[config.mk]
export PLATFORM = sky130hd
export DESIGN_NAME = exp6_unidade_mostra_sequencia
export DESIGN_NICKNAME = d
export VERILOG_FILES = /design/src/rtl/exp6_unidade_mostra_sequencia.sv
export SDC_FILE = /design/constraint.sdc
export NUM_CORES = 1
export LEC_CHECK = 0
export ABC_CLOCK_PERIOD_IN_PS = 4100
export BUFFER_PORTS_ARGS = -buffer_cell sky130_fd_sc_hd__clkbuf_2
export CAP_MARGIN = 25
export CORE_MARGIN = 10
export CORE_UTILIZATION = 50
export CTS_CLUSTER_SIZE = 12
export DETAILED_ROUTE_END_ITERATION = 12
export PLACE_DENSITY = 0.76
export SETUP_SLACK_MARGIN = 0.15
export SYNTH_ARGS = -nofsm -noshare
export SYNTH_HDL_FRONTEND = slang
export SYNTH_SLANG_ARGS = --single-unit
[constraint.sdc]
create_clock -name clock -period 4.1 [get_ports clock]
set_input_delay 0.41 -clock clock [delete_from_list [all_inputs] [get_ports clock]]
set_output_delay 0.41 -clock clock [all_outputs]
set_load 0.02 [all_outputs]
[src/rtl/exp6_unidade_mostra_sequencia.sv]
// Shows the stored sequence on the LEDs: reads entries 0..limite from a synchronous-read
// memory and lights each one for T_ACESO cycles, followed by a T_APAGADO-cycle dark gap.
module exp6_unidade_mostra_sequencia #(
    parameter int unsigned ADDR_W    = 4,
    parameter int unsigned DATA_W    = 4,
    parameter int unsigned T_ACESO   = 4,
    parameter int unsigned T_APAGADO = 2
) (
    input  logic              clock,
    input  logic              reset,
    input  logic              iniciar,
    input  logic              abortar,
    input  logic [ADDR_W-1:0] limite,
    input  logic [DATA_W-1:0] dado_mem,
    output logic [ADDR_W-1:0] endereco,
    output logic [DATA_W-1:0] leds,
    output logic              mostrando,
    output logic              fim_mostra,
    output logic [3:0]        db_estado
);

    localparam int unsigned TMax   = (T_ACESO > T_APAGADO) ? T_ACESO : T_APAGADO;
    localparam int unsigned TimerW = $clog2(TMax) + 1;

    localparam logic [TimerW-1:0] TAcesoLast   = TimerW'(T_ACESO - 1);
    localparam logic [TimerW-1:0] TApagadoLast = TimerW'(T_APAGADO - 1);

    typedef enum logic [2:0] {
        StInicial    = 3'd0,
        StPreparacao = 3'd1,
        StCarrega    = 3'd2,
        StAcende     = 3'd3,
        StApaga      = 3'd4,
        StProximo    = 3'd5,
        StFim        = 3'd6
    } estado_e;

    estado_e           state_q;
    logic [ADDR_W-1:0] endereco_q;
    logic [ADDR_W-1:0] limite_q;
    logic [TimerW-1:0] timer_q;

    always_ff @(posedge clock or negedge reset) begin
        if (!reset) begin
            state_q    <= StInicial;
            endereco_q <= '0;
            limite_q   <= '0;
            timer_q    <= '0;
        end else if (abortar) begin
            state_q <= StInicial;
            timer_q <= '0;
        end else begin
            case (state_q)
                StInicial: begin
                    if (iniciar) begin
                        state_q <= StPreparacao;
                    end
                end
                StPreparacao: begin
                    endereco_q <= '0;
                    timer_q    <= '0;
                    limite_q   <= limite;
                    state_q    <= StCarrega;
                end
                StCarrega: begin
                    state_q <= StAcende;
                end
                StAcende: begin
                    if (timer_q == TAcesoLast) begin
                        timer_q <= '0;
                        state_q <= StApaga;
                    end else begin
                        timer_q <= timer_q + 1'b1;
                    end
                end
                StApaga: begin
                    if (timer_q == TApagadoLast) begin
                        timer_q <= '0;
                        // Compare before incrementing so the last address never wraps.
                        state_q <= (endereco_q == limite_q) ? StFim : StProximo;
                    end else begin
                        timer_q <= timer_q + 1'b1;
                    end
                end
                StProximo: begin
                    endereco_q <= endereco_q + 1'b1;
                    state_q    <= StCarrega;
                end
                StFim: begin
                    state_q <= StInicial;
                end
                default: begin
                    state_q <= StInicial;
                    timer_q <= '0;
                end
            endcase
        end
    end

    // Moore decode; leds follows the memory data directly since the read lands during acende.
    always_comb begin
        endereco   = endereco_q;
        leds       = '0;
        mostrando  = 1'b0;
        fim_mostra = 1'b0;
        db_estado  = 4'hF;
        case (state_q)
            StInicial: begin
                db_estado = 4'd0;
            end
            StPreparacao: begin
                mostrando = 1'b1;
                db_estado = 4'd1;
            end
            StCarrega: begin
                mostrando = 1'b1;
                db_estado = 4'd2;
            end
            StAcende: begin
                leds      = dado_mem;
                mostrando = 1'b1;
                db_estado = 4'd3;
            end
            StApaga: begin
                mostrando = 1'b1;
                db_estado = 4'd4;
            end
            StProximo: begin
                mostrando = 1'b1;
                db_estado = 4'd5;
            end
            StFim: begin
                fim_mostra = 1'b1;
                db_estado  = 4'd6;
            end
            default: begin
                db_estado = 4'hF;
            end
        endcase
    end

endmodule

==> reports/metrics.cfg <==
[run_status]
status = finished clean

[yosys]
synth_area_um2 = 991
synth_nets = 119
synth-edff-count = 0
syn_area_per_cell_um2 = 9.81
synth_seq_cells = 14
async_flop_share_pct = 100
synth-warning-count = 0
synth_flop_cell = dfrtp_1
synth_cell_type_count = 41
ys_seq_area_share_pct = 35.4
synth_cells = 101

[route]
routedWlPerCell_um = 14.1
via_count = 821
drt-total-wl_um = 2120
ant_nets = 0
drcViolationCount = 0
dr.pass1.iters = 4
drt_iter0_drc = 16
routed_via_density = 5.47

[clock_tree]
clkTransAtPathRegs_ns = 0.09
cts_made_buffers = 3
cts.sinks = 14
post_cts_resized = 0
root_buffer = clkbuf_4
cts_tree = built
ctsLongestPathBuffers = 2
insertion_delay_ns = 0.27
htree_levels = 1
cts-hold-fix-buffers = 0
postCtsSetupRepairBufs = 0

[final_layout]
n_fill_cell = 179
antennaDiodeCount = 0
final_cells = 150
drive_gt1_share_pct = 32.5
finalInstanceArea_um2 = 1150
nets = 142
synthToLayoutAreaGrowth_pct = 15.8

[setup_path]
r2r_setup_slack_ns = 2.44
crit_required_ns = 3.69
end_kind = output pin
cp_data_arrival_time_ns = 1.57
worst-path-max-fanout = 16
worst_r2r_path_depth = 3
worstSetupStartpointType = flip-flop
worstSetupPathType = reg2out
r2r-end = limite_q[2]
timing.rr.start = state_q[0]

[global_route]
grt_max_degree = 18
track_usage_pct = 10.6
grt_pass1_vias = 821
use_met2_pct = 17.6
met1_usage_pct = 11.8
use_met3_pct = 4.30
grt_antenna_before_repair = 0
grt.overflow.total = 0
busiest_layer = met2
grt_pass1_wl_um = 3730

[sta]
period_share_pct = 48.4
worstMarginPinSlew_ns = 0.507
min_period_ns = 1.98
finalMaxSlewViolations = 0
relSlewSlack_pct = 66.2
finalClockSkew_ns = 0.00540
fin_setup_tns_ns = 0
rsz0062_at_grt = no
hold_viol = 0
holdWs_ns = 0.0282
fmax_ghz = 0.504
finalSetupViolCount = 0

[power_and_ir_drop]
vdd_ir_drop_max_mv = 0.306
power_density_nw_per_um2 = 363
p_leak_nw = 0.526

[placed_design]
gp_congestion = 0.896
dp_hpwl_um = 1690
dpl-instance-area_um2 = 1110
io_buffers = 25
dp_cells = 146

[die]
die_x_um = 64.5
start_util_pct = 51.6
core_um2 = 1920
dieArea_um2 = 4160
std_cell_rows = 16
io_pins = 26
die_h_um = 64.5

[flow_run]
maxCapViolCount = 0

[worst_hold_path]
holdCritPathClass = in2async

[critical path, stage by stage (launching register included)]
cell and delay [ns]:
dfrtp_1 0.67, and3b_1 0.32, and2_1 0.15, clkbuf_2 0.16
[layout by cell type (no fill, tap or decap), types with 3 or more instances in the layout]
| cell type | count |
|---|---|
| nand2_1 | 6 |
| xnor2_1 | 5 |
| nand2b_1 | 4 |
| nand3_1 | 3 |
| clkbuf_2 | 25 |
| and2_1 | 6 |
| inv_1 | 6 |
| clkbuf_4 | 3 |
| o21ai_0 | 3 |
| dfrtp_1 | 14 |
| mux2_2 | 5 |
| ha_1 | 6 |
| nor2_1 | 5 |
[metal layers]
layer | routed length (um) | share of wire, %
met1 | 910 | 43
met2 | 1040 | 49
met3 | 156 | 7.4
met4 | 13 | 0.61
met5 | 0 | 0
[cell families (layout without fill, tap and decap cells)]
logic type,Yosys count,after routing,synth area share [%]
buf+inv,14,36,6.56
flops,14,14,35.4
compound gates,21,21,16.4
xor+xnor,5,5,4.42
fa+ha+maj,6,6,7.58
mux,5,5,5.68
simple gates,36,36,24.0
[worst max-delay path by stage]
stage / startpoint / cells past startpoint / end / slack [ns]
after detailed placement: state_q[1] / 3 / leds[0] / 2.39
after global placement: state_q[1] / 3 / leds[0] / 2.43
after global routing: state_q[1] / 3 / leds[0] / 1.96
final: state_q[1] / 3 / leds[0] / 2.12
after CTS: state_q[1] / 3 / leds[0] / 2.09
after floorplan: state_q[2] / 3 / mostrando / 2.46
[stage by stage]
stage,power (mW),setup slack [ns],utilization (%)
after global placement,0.321,2.43,57.8
after detailed placement,0.324,2.39,57.8
after CTS,0.423,2.09,59.7
final,0.417,2.12,59.7
after global routing,0.451,1.96,59.7
after floorplan,0.296,2.46,-
[area by class of cell]
class | instances | area [um^2] | share of cell area [%]
inverters | 7 | 26.3 | 2.29
repair buffers | 25 | 125 | 10.9
multi-input cells | 73 | 576 | 50.2
clock buffers | 4 | 36.3 | 3.16
flip-flops and latches | 14 | 350 | 30.5
well taps | 27 | 33.8 | 2.94
[registers in the layout (all words and copies together), names as in the netlist]
| signal | count |
|---|---|
| endereco | 4 |
| limite_q | 4 |
| state_q | 3 |
| timer_q | 3 |
[power breakdown]
group	switching, mW	internal [mW]
sequential	0.0323	0.163
combinational	0.0587	0.0647
clock	0.0445	0.0539
[synthesized netlist by cell type, types with 3 or more instances]
cell / number / share of area [%]
and2_1: 6 / 3.8
buf_4: 3 / 2.3
clkbuf_1: 3 / 1.1
dfrtp_1: 14 / 35
ha_1: 6 / 7.6
inv_1: 6 / 2.3
mux2_2: 5 / 5.7
nand2_1: 6 / 2.3
nand2b_1: 4 / 2.5
nand3_1: 3 / 1.5
nor2_1: 5 / 1.9
o21ai_0: 3 / 1.5
xnor2_1: 5 / 4.4
No activity file was read; power rests on OpenSTA's default activity.
